--- config.mk ---
export PLATFORM = sky130hd
export DESIGN_NAME = noc_locl_rx_pkt_buffer
export DESIGN_NICKNAME = d
export VERILOG_FILES = /design/src/rtl/locl_rxb_pkg.sv /design/src/rtl/locl_rxb_mem.sv /design/src/rtl/noc_locl_rx_pkt_buffer.sv
export SDC_FILE = /design/constraint.sdc
export NUM_CORES = 2
export LEC_CHECK = 0
export ABC_AREA = 1
export CAP_MARGIN = 20
export CORE_ASPECT_RATIO = 0.7
export CORE_MARGIN = 8
export CORE_UTILIZATION = 60
export DETAILED_ROUTE_END_ITERATION = 16
export DONT_BUFFER_PORTS = 1
export MAX_ROUTING_LAYER = met4
export PLACE_DENSITY_LB_ADDON = 0.12
export SLEW_MARGIN = 20
export SYNTH_ARGS = -nofsm -noshare
export SYNTH_HDL_FRONTEND = slang
export SYNTH_HIERARCHICAL = 1
export SYNTH_SLANG_ARGS = --single-unit
--- constraint.sdc ---
create_clock -name clk -period 14.1 [get_ports clk]
set_clock_uncertainty 0.05 [all_clocks]
set_input_delay 1.41 -clock clk [delete_from_list [all_inputs] [get_ports clk]]
set_output_delay 1.41 -clock clk [all_outputs]
set_load 0.1 [all_outputs]
--- src/rtl/locl_rxb_pkg.sv ---
// Shared types and constants for the local NoC receive packet buffer.
package locl_rxb_pkg;

  localparam int unsigned TYPE_W  = 2;
  localparam int unsigned PTYPE_W = 3;
  localparam int unsigned DATA_W  = 64;
  localparam int unsigned MGRID_W = 6;
  localparam int unsigned CNT_W   = 16;

  localparam logic [1:0] CNTL_MOM     = 2'b00;
  localparam logic [1:0] CNTL_SOM     = 2'b01;
  localparam logic [1:0] CNTL_EOM     = 2'b10;
  localparam logic [1:0] CNTL_SOM_EOM = 2'b11;

  typedef enum logic [1:0] {
    ST_IDLE    = 2'd0,
    ST_IN_PKT  = 2'd1,
    ST_DISCARD = 2'd2
  } wr_state_e;

  typedef struct packed {
    logic [1:0]         cntl;
    logic [TYPE_W-1:0]  pkt_type;
    logic [PTYPE_W-1:0] ptype;
    logic               pvalid;
    logic [MGRID_W-1:0] mgr_id;
    logic [DATA_W-1:0]  data;
  } flit_t;

endpackage

--- src/rtl/locl_rxb_mem.sv ---
// Flit storage: DEPTH x flit_t register array, one write port, registered read
// with write-to-read forwarding so a flit written this cycle can be shown next cycle.
module locl_rxb_mem
  import locl_rxb_pkg::*;
#(
  parameter int unsigned DEPTH = 16,
  localparam int unsigned AW = $clog2(DEPTH)
) (
  input  logic          clk,
  input  logic          rst_i,
  input  logic          we_i,
  input  logic [AW-1:0] waddr_i,
  input  flit_t         wdata_i,
  input  logic [AW-1:0] raddr_i,
  output flit_t         rdata_o
);

  flit_t mem_q [DEPTH];
  flit_t rdata_q;

  // Storage write port.
  always_ff @(posedge clk) begin
    if (we_i) begin
      mem_q[waddr_i] <= wdata_i;
    end
  end

  // Registered read; clears to zero on reset so idle output fields read 0.
  always_ff @(posedge clk) begin
    if (rst_i) begin
      rdata_q <= '0;
    end else if (we_i && (waddr_i == raddr_i)) begin
      rdata_q <= wdata_i;
    end else begin
      rdata_q <= mem_q[raddr_i];
    end
  end

  assign rdata_o = rdata_q;

endmodule

--- src/rtl/noc_locl_rx_pkt_buffer.sv ---
// Store-and-forward buffer on the local NoC receive path: only complete,
// well-formed packets are presented downstream. Optional manager-ID filter
// is enabled with `define LOCL_RXB_MGRID_FILTER_EN.
module noc_locl_rx_pkt_buffer
  import locl_rxb_pkg::*;
#(
  parameter int unsigned DEPTH = 16
) (
  input  logic               clk,
  input  logic               reset_poweron,
  input  logic               noc__locl__dp_valid,
  input  logic [1:0]         noc__locl__dp_cntl,
  output logic               locl__noc__dp_ready,
  input  logic [TYPE_W-1:0]  noc__locl__dp_type,
  input  logic [PTYPE_W-1:0] noc__locl__dp_ptype,
  input  logic [DATA_W-1:0]  noc__locl__dp_data,
  input  logic               noc__locl__dp_pvalid,
  input  logic [MGRID_W-1:0] noc__locl__dp_mgrId,
  output logic               rxb__cons__dp_valid,
  output logic [1:0]         rxb__cons__dp_cntl,
  input  logic               cons__rxb__dp_ready,
  output logic [TYPE_W-1:0]  rxb__cons__dp_type,
  output logic [PTYPE_W-1:0] rxb__cons__dp_ptype,
  output logic [DATA_W-1:0]  rxb__cons__dp_data,
  output logic               rxb__cons__dp_pvalid,
  output logic [MGRID_W-1:0] rxb__cons__dp_mgrId,
  output logic [CNT_W-1:0]   rxb__pkt_count,
  output logic               rxb__err_malformed,
  output logic               rxb__err_oversize
`ifdef LOCL_RXB_MGRID_FILTER_EN
  ,
  input  logic [MGRID_W-1:0] cfg__rxb__mgrId,
  output logic [CNT_W-1:0]   rxb__filt_count
`endif
);

  localparam int unsigned AW = $clog2(DEPTH);
  localparam int unsigned PW = AW + 1;

  wr_state_e       state_q, state_d;
  logic [PW-1:0]   wr_spec_q, wr_spec_d;
  logic [PW-1:0]   wr_commit_q, wr_commit_d;
  logic [PW-1:0]   rd_q, rd_d;
  logic [PW-1:0]   ws_c;
  logic            ready_q, ready_d;
  logic            valid_q, valid_d;
  logic            mal_q, mal_d;
  logic            ovs_q, ovs_d;
  logic [CNT_W-1:0] cnt_q, cnt_d;
  logic            accept, pop, we, start;
  flit_t           in_flit, out_flit;
`ifdef LOCL_RXB_MGRID_FILTER_EN
  logic [CNT_W-1:0] filt_q, filt_d;
`endif

  assign accept = noc__locl__dp_valid && ready_q;
  assign pop    = valid_q && cons__rxb__dp_ready;

  assign in_flit = '{cntl:     noc__locl__dp_cntl,
                     pkt_type: noc__locl__dp_type,
                     ptype:    noc__locl__dp_ptype,
                     pvalid:   noc__locl__dp_pvalid,
                     mgr_id:   noc__locl__dp_mgrId,
                     data:     noc__locl__dp_data};

  // Write FSM, pointer update, oversize detection and next output values.
  always_comb begin
    state_d     = state_q;
    wr_spec_d   = wr_spec_q;
    wr_commit_d = wr_commit_q;
    cnt_d       = cnt_q;
    mal_d       = 1'b0;
    ovs_d       = 1'b0;
    we          = 1'b0;
    start       = 1'b0;
    ws_c        = wr_spec_q;
`ifdef LOCL_RXB_MGRID_FILTER_EN
    filt_d      = filt_q;
`endif
    rd_d = rd_q + PW'(pop);

    if (accept) begin
      unique case (state_q)
        ST_IDLE: begin
          case (noc__locl__dp_cntl)
            CNTL_SOM, CNTL_SOM_EOM: start = 1'b1;
            CNTL_MOM: begin
              mal_d   = 1'b1;
              state_d = ST_DISCARD;
            end
            default: mal_d = 1'b1;
          endcase
        end
        ST_IN_PKT: begin
          case (noc__locl__dp_cntl)
            CNTL_MOM: begin
              we        = 1'b1;
              wr_spec_d = wr_spec_q + PW'(1);
            end
            CNTL_EOM: begin
              we          = 1'b1;
              wr_spec_d   = wr_spec_q + PW'(1);
              wr_commit_d = wr_spec_q + PW'(1);
              cnt_d       = cnt_q + CNT_W'(1);
              state_d     = ST_IDLE;
            end
            default: begin
              // Restart mid-packet: drop the partial packet, then start afresh.
              ws_c      = wr_commit_q;
              wr_spec_d = wr_commit_q;
              mal_d     = 1'b1;
              start     = 1'b1;
            end
          endcase
        end
        ST_DISCARD: begin
          case (noc__locl__dp_cntl)
            CNTL_SOM: start = 1'b1;
            CNTL_MOM: state_d = ST_DISCARD;
            default:  state_d = ST_IDLE;
          endcase
        end
        default: state_d = ST_IDLE;
      endcase

      if (start) begin
`ifdef LOCL_RXB_MGRID_FILTER_EN
        if (noc__locl__dp_mgrId != cfg__rxb__mgrId) begin
          filt_d  = filt_q + CNT_W'(1);
          state_d = (noc__locl__dp_cntl == CNTL_SOM) ? ST_DISCARD : ST_IDLE;
        end else
`endif
        begin
          we        = 1'b1;
          wr_spec_d = ws_c + PW'(1);
          if (noc__locl__dp_cntl == CNTL_SOM) begin
            state_d = ST_IN_PKT;
          end else begin
            wr_commit_d = ws_c + PW'(1);
            cnt_d       = cnt_q + CNT_W'(1);
            state_d     = ST_IDLE;
          end
        end
      end
    end

    // A full buffer holding only an uncommitted packet can never drain.
    if ((state_d == ST_IN_PKT) && ((wr_spec_d - rd_d) == PW'(DEPTH)) &&
        (wr_commit_d == rd_d)) begin
      wr_spec_d = wr_commit_d;
      state_d   = ST_DISCARD;
      ovs_d     = 1'b1;
    end

    ready_d = (state_d == ST_DISCARD) || ((wr_spec_d - rd_d) != PW'(DEPTH));
    valid_d = (rd_d != wr_commit_d);
  end

  // State, pointer and status registers.
  always_ff @(posedge clk) begin
    if (reset_poweron) begin
      state_q     <= ST_IDLE;
      wr_spec_q   <= '0;
      wr_commit_q <= '0;
      rd_q        <= '0;
      ready_q     <= 1'b0;
      valid_q     <= 1'b0;
      mal_q       <= 1'b0;
      ovs_q       <= 1'b0;
      cnt_q       <= '0;
    end else begin
      state_q     <= state_d;
      wr_spec_q   <= wr_spec_d;
      wr_commit_q <= wr_commit_d;
      rd_q        <= rd_d;
      ready_q     <= ready_d;
      valid_q     <= valid_d;
      mal_q       <= mal_d;
      ovs_q       <= ovs_d;
      cnt_q       <= cnt_d;
    end
  end

`ifdef LOCL_RXB_MGRID_FILTER_EN
  // Filtered-packet counter.
  always_ff @(posedge clk) begin
    if (reset_poweron) begin
      filt_q <= '0;
    end else begin
      filt_q <= filt_d;
    end
  end
  assign rxb__filt_count = filt_q;
`endif

  locl_rxb_mem #(.DEPTH(DEPTH)) u_mem (
    .clk     (clk),
    .rst_i   (reset_poweron),
    .we_i    (we),
    .waddr_i (ws_c[AW-1:0]),
    .wdata_i (in_flit),
    .raddr_i (rd_d[AW-1:0]),
    .rdata_o (out_flit)
  );

  assign locl__noc__dp_ready  = ready_q;
  assign rxb__cons__dp_valid  = valid_q;
  assign rxb__cons__dp_cntl   = out_flit.cntl;
  assign rxb__cons__dp_type   = out_flit.pkt_type;
  assign rxb__cons__dp_ptype  = out_flit.ptype;
  assign rxb__cons__dp_data   = out_flit.data;
  assign rxb__cons__dp_pvalid = out_flit.pvalid;
  assign rxb__cons__dp_mgrId  = out_flit.mgr_id;
  assign rxb__pkt_count       = cnt_q;
  assign rxb__err_malformed   = mal_q;
  assign rxb__err_oversize    = ovs_q;

endmodule

# [Word-level counts from Yosys, hierarchy flattened]
# Memory sizes are Yosys's and may differ from the RTL's. A register that Yosys moved wholly into a read port is not among the register bits.
# Cells that the tools add are included.
[word_totals] reg_bits=37 n_memories=1 inputBits=82 wordCells=78 ram_bits=1248 output_inout_bits=98
[op_classes] n_addsub=6 n_eq_ne=11 n_reduce_logical=10 n_bitwise=1 n_mux=40
[memory_table] name="u_mem.mem_q" words=16 width=78 rd=1 rd_clocked_by_memory_dff=1 write_ports=1 line="locl_rxb_mem.sv:18" rtl="flit_t mem_q [DEPTH];"
[op_table] operator="$mux W5" count=13
[op_table] operator="$mux W16" count=4
[op_table] operator="$add A16 B1 Y16 const B" count=1
[op_table] operator="$mux W1" count=13
[op_table] operator="$add A5 B1 Y5 const B" count=2
[op_table] operator="$mux W2" count=5
[op_table] operator="$sub A5 B5 Y5" count=2
[op_table] operator="$eq A2 B2 Y1 const B" count=4
[op_table] operator="$eq A2 B1 Y1 const B" count=3
[op_table] operator="$pmux W2 S3" count=1
[op_table] operator="$reduce_or A2 Y1" count=3
[op_table] operator="$add A5 B1 Y5" count=1
[op_table] operator="$eq A5 B5 Y1" count=1
[op_table] operator="$eq A5 B5 Y1 const B" count=1
[op_table] operator="$ne A5 B5 Y1" count=1
[op_table] operator="$ne A5 B5 Y1 const B" count=1
[op_table] operator="$logic_and A1 B1 Y1" count=4
[op_table] operator="$logic_not A2 Y1" count=2
[op_table] operator="$mux W4" count=1
[op_table] operator="$pmux W2 S2" count=1
[op_table] operator="$pmux W1 S3" count=1
[op_table] operator="$pmux W1 S2" count=1
[op_table] operator="$logic_or A1 B1 Y1" count=1
[op_table] operator="$not A1 Y1" count=1

# [Logic depth before layout (Yosys ltp)]
[depth] depth_word=16 depth_mapped=36 depth_no_buf=34

# [Hierarchy]
# Netlist, hierarchy kept.
[by_module_without_submodules] module="locl_rxb_mem" cells_per_inst=5404 area_per_inst_um2=56082.5 seq_area_each_um2=39037.4 n_inst=1
[by_module_without_submodules] module="noc_locl_rx_pkt_buffer" cells_per_inst=404 area_per_inst_um2=2615.0 seq_area_each_um2=740.7 n_inst=1

# [Worst setup path before layout]
# No wires, ideal clock.
[synth_timing] path_kind="input to register" start="in noc__locl__dp_valid" end="mem u_mem/mem_q[10][0] (netlist name), enable pin" required_time_ns=13.535 setup_slack_ns=7.669 setup_time_ns=0.515 arrival_time_ns=5.866 n_path_buf=1 cell_stages=7 cell_sequence="nand2_1 inv_1 clkbuf_1 nor2_1 o21bai_1 nand3b_1 nor2_1"
[synth_via] elab_cells_between_ends=5 classes_between="mux: 4; reduce/logical: 1"
[synth_rtl] element="from (decl)" line="noc_locl_rx_pkt_buffer.sv:11" rtl="input logic noc__locl__dp_valid,"
[synth_rtl] element="$logic_and A1 B1 Y1" line="noc_locl_rx_pkt_buffer.sv:56" rtl="assign accept = noc__locl__dp_valid && ready_q;"
[synth_rtl] element="$mux W4" line="noc_locl_rx_pkt_buffer.sv:82" rtl="if (accept) begin"
[synth_rtl] element="named net ws_c[2]" line="noc_locl_rx_pkt_buffer.sv:44" rtl="logic [PW-1:0] ws_c;"
[synth_rtl] element="to (decl)" line="locl_rxb_mem.sv:18"
# The timed path passes the listed nets, and every way through them passes these cells.

# [Worst setup path after layout]
[layout_timing] start="reg ready_q, in the netlist locl__noc__dp_ready" end="reg ready_q, in the netlist locl__noc__dp_ready"
[layout_via] elab_chain_cells=10 elab_cells_between_ends=16 classes_between="add/sub: 2; eq/ne: 5; mux: 5; reduce/logical: 4"
[layout_rtl] element="from (decl)" line="noc_locl_rx_pkt_buffer.sv:45" rtl="logic ready_q, ready_d;"
[layout_rtl] element="from (signal assigned)" line="noc_locl_rx_pkt_buffer.sv:176" rtl="ready_q <= ready_d;"
[layout_rtl] element="$logic_and A1 B1 Y1 (*)" line="noc_locl_rx_pkt_buffer.sv:56"
[layout_rtl] element="$mux W5" line="noc_locl_rx_pkt_buffer.sv:82"
[layout_rtl] element="$sub A5 B5 Y5" line="noc_locl_rx_pkt_buffer.sv:148" rtl="if ((state_d == ST_IN_PKT) && ((wr_spec_d - rd_d) == PW'(DEPTH)) &&"
[layout_rtl] element="$eq A5 B5 Y1" line="noc_locl_rx_pkt_buffer.sv:148"
[layout_rtl] element="$logic_and A1 B1 Y1 (2 in a row)" line="noc_locl_rx_pkt_buffer.sv:148"
[layout_rtl] element="$mux W5 (*)" line="noc_locl_rx_pkt_buffer.sv:148"
[layout_rtl] element="named net wr_spec_d[1]" line="noc_locl_rx_pkt_buffer.sv:41" rtl="logic [PW-1:0] wr_spec_q, wr_spec_d;"
[layout_rtl] element="$sub A5 B5 Y5 (*)" line="noc_locl_rx_pkt_buffer.sv:155" rtl="ready_d = (state_d == ST_DISCARD) || ((wr_spec_d - rd_d) != PW'(DEPTH));"
[layout_rtl] element="$ne A5 B5 Y1 (*)" line="noc_locl_rx_pkt_buffer.sv:155"
[layout_rtl] element="$logic_or A1 B1 Y1 (*)" line="noc_locl_rx_pkt_buffer.sv:155"
# Mark *: on every way through the listed nets, which the timed path passes. The rest lies on a longest branch.
# A chain may end at the register's enable or synchronous reset.

==> run_results.csv <==
group,metric,value,unit
cells_and_area,fin_util,0.654,
die,die_area,0.108,mm2
timing,hold_viol_final,0,
logic_synthesis,synth_edf_count,1248,
critical_path,reg2reg_to,"locl__noc__dp_ready",
clock_tree,clk_latency,0.75,ns
worst_hold_path,whs_endpoint,"wr_commit_q[3]",
cells_and_area,seq_area,0.0398,mm2
critical_path,critical_path_class,"reg2reg",
timing,drv_slew,0,
logic_synthesis,async_reset_ff_frac,0,
cells_and_area,num_antenna_cells,0,
die,core-area,0.0975,mm2
clock_tree,postCtsSetupRepairBufs,0,
detailed_routing,post_drt_wl_per_cell,21.1,um
power_and_ir_drop,peakVddDrop,146,uV
critical_path,critPathRequiredTime,14.72,ns
clock_tree,clockRootBuffer,"clkbuf_16",
logic_synthesis,syn_nets,5904,
critical_path,worst_ep_arrival_time,6.53,ns
status,status,"complete, no violations",
cells_and_area,drive_gt1_frac,0.0516,
critical_path,worst_r2r_startpoint,"locl__noc__dp_ready",
cells_and_area,stdcell_area,0.0638,mm2
timing,max_slew_margin,0.227,
place,portBuffers,0,
detailed_routing,drtAntennaViolNets,0,
clock_tree,tritoncts,"done",
detailed_routing,dr.pass1.iters,6,
clock_tree,htree_levels,4,
global_routing,grt_pass1_vias,37933,
place,gp_congestion,0.832,
die,ios,180,
logic_synthesis,yosysSeqAreaShare,0.678,
logic_synthesis,ys_warn_count,6,
detailed_routing,finalWirelength,150,mm
cells_and_area,multi_input_area,0.0144,mm2
global_routing,grt-ovfl-total,0,
worst_hold_path,holdPathStages,2,
timing,worst_pin_slew,1.16,ns
logic_synthesis,synthCells,5808,
critical_path,slowest_stage,"dfxtp_1",
clock_tree,holdBufCountCts,0,
detailed_routing,drc,0,
die,start_util,0.602,
critical_path,endpoint_kind,"flip-flop",
worst_hold_path,hp-start,"wr_commit_q[3]",
power_and_ir_drop,p_per_area,163,mW/mm2
worst_hold_path,hp-class,"reg2reg",
detailed_routing,viasPerCell,5.55,
critical_path,crit_top_cell,"inv_1",
die,die_w,390,um
place,dpl_worst_slack,7.88,ns
die,die_y,278,um
logic_synthesis,syn_avg_cell_area,10.1,um2
timing,worst_hold_slack,0.510,ns
critical_path,rr_worst_depth,27,
timing,rsz0062_at_grt,"no",
detailed_routing,first_iter_violations,4486,
global_routing,grt_pass1_wl,228,mm
critical_path,crit_path_start_kind,"flip-flop",
timing,fin_crit,5.91,ns
cells_and_area,fin_nets,5806,
clock_tree,cts_max_path_buffers,3,
clock_tree,cts_buffers,132,
clock_tree,cts.sinks,1363,
timing,setup_tns,0,ns
flow_run,cap_violations,0,
timing,max_clock_freq,0.169,GHz
logic_synthesis,ys_types,46,
cells_and_area,syn_to_final_growth,8.71,%
critical_path,cp_max_fo,16,
timing,finalCritPeriodShare,0.419,
global_routing,track_usage,0.282,
global_routing,antenna_found_initial,2,
critical_path,max_stage_delay,0.96,ns
power_and_ir_drop,leakage,27.0,nW
global_routing,grt_start_max_net_pins,172,
logic_synthesis,synth_top_flop_cell,"edfxtp_1",
logic_synthesis,ys_seq_elements,1363,
clock_tree,path_clk_slew,0.06,ns
place,dpl-instance-area,0.0596,mm2
logic_synthesis,syn_area,0.0587,mm2
detailed_routing,vias,39628,
timing,fin_ws,8.19,ns
clock_tree,cts_resized,0,
timing,setup_viol,0,
critical_path,cp_num_buf_inv,5,
critical_path,path_delay_family,"simple AND/OR/NAND/NOR gates",
cells_and_area,fillCellCount,7605,
die,rows,96,
place,hpwlAfterDp,75.3,mm
critical_path,r2r_slack,8.19,ns
==> cell usage in the layout (no fill, tap or decap), types with 12 or more instances in the layout <==
cell type	n
nor2_4	19
buf_4	61
o21ai_0	17
nand3b_1	79
nand3_1	891
nor2_1	45
ha_1	12
nand2_1	2135
clkbuf_8	12
clkinv_1	22
inv_1	843
edfxtp_1	1248
clkbuf_16	138
dfxtp_1	115
clkbuf_1	39
clkinv_2	15
a21oi_1	21
==> per-layer routing <==
layer  vias to the layer above  GRT usage  share of wire
li1                      18603          -              -
met1                     18938      0.396           0.43
met2                      1850      0.422           0.45
met3                       237     0.0576          0.099
met4                         0     0.0764          0.022
met5                         -          -              0
==> cells by family (layout without fill, tap and decap cells) <==
kind of cell | after synthesis | in the layout | share of synthesized area
AO/OA/AOI/OAI | 63 | 63 | 0.00616
XOR/XNOR | 11 | 11 | 0.00164
adder cells (fa/ha/maj) | 14 | 14 | 0.00298
buffers and inverters | 1153 | 1156 | 0.0796
flip-flops | 1363 | 1363 | 0.678
AND/OR/NAND/NOR | 3204 | 3204 | 0.232
==> worst max path at each step <==
| stage | from | end | cells after the start |
|---|---|---|---|
| final | locl__noc__dp_ready | locl__noc__dp_ready | 27 |
| after global routing | locl__noc__dp_ready | locl__noc__dp_ready | 27 |
| after CTS | locl__noc__dp_ready | locl__noc__dp_ready | 27 |
| after detailed placement | cons__rxb__dp_ready | u_mem/rdata_o[16] | 13 |
| after global placement | cons__rxb__dp_ready | u_mem/rdata_o[16] | 13 |
| after floorplan | noc__locl__dp_valid | u_mem/mem_q[10][0] | 7 |
==> sequential cells by signal, summed over array words and instances (netlist names) <==
name,flops
locl__noc__dp_ready,1
rxb__pkt_count,16
u_mem/rdata_o,78
u_mem/mem_q,1248
wr_commit_q,5
wr_spec_q,5
rxb__err_oversize,1
rxb__err_malformed,1
rxb__cons__dp_valid,1
state_q,2
rd_q,5
==> power breakdown <==
| part | leakage, nW | total, W | switching (W) | internal (W) |
|---|---|---|---|---|
| Combinational | 12.8 | 0.00188 | 0.00135 | 0.000529 |
| Clock | 2.03 | 0.00343 | 0.00147 | 0.00196 |
| Sequential | 12.2 | 0.00510 | 0.000557 | 0.00454 |
| Total | 27.0 | 0.0104 | 0.00338 | 0.00703 |
==> cell usage after synthesis (3+ instances only) <==
master    number  area share
nor3b_1        3     0.00038
nand2_2        6     0.00064
o21ai_0       17      0.0014
a31oi_1        4     0.00043
xnor2_1        3     0.00045
buf_1         39      0.0025
dfxtp_1      115       0.039
xor2_1         8      0.0012
a21oi_1       21      0.0018
nand3b_1      79       0.010
nor2_4         3     0.00058
nand3_2        5     0.00085
nor2_1        61      0.0039
o22ai_1        3     0.00032
inv_2          8     0.00051
inv_1        843       0.054
clkinv_1       3     0.00019
buf_2        154       0.013
o21bai_1       4     0.00051
nor3_2         5     0.00085
edfxtp_1    1248        0.64
clkbuf_1      70      0.0045
nand2_1     2135        0.14
buf_4         31      0.0040
nand3_1      891       0.076
o21ai_1        5     0.00043
nand4_1        4     0.00043
buf_6          4     0.00077
ha_1          14      0.0030
==> through the flow <==
step	power [W]	cells
2_1_floorplan	0.00658	5808
3_3_place_gp	0.00701	6896
3_5_place_dp	0.00703	6897
4_1_cts	0.0104	7132
5_1_grt	0.0108	7134
6_report	0.0104	7134
==> area by class of cell <==
type	count	area share
clock buffer	189	0.0590
clock inverter	46	0.00588
inverter	855	0.0508
multi-input combinational	3292	0.226
sequential	1363	0.623
tap	1323	0.0259
timing repair buffer	66	0.00886
==> tightest hold or removal path: stages, from the launching register on <==
cell     delay, ns
dfxtp_1       0.33
nand2_1       0.12
a21oi_1       0.07
Note: power is estimated with default switching activity, not from simulation.
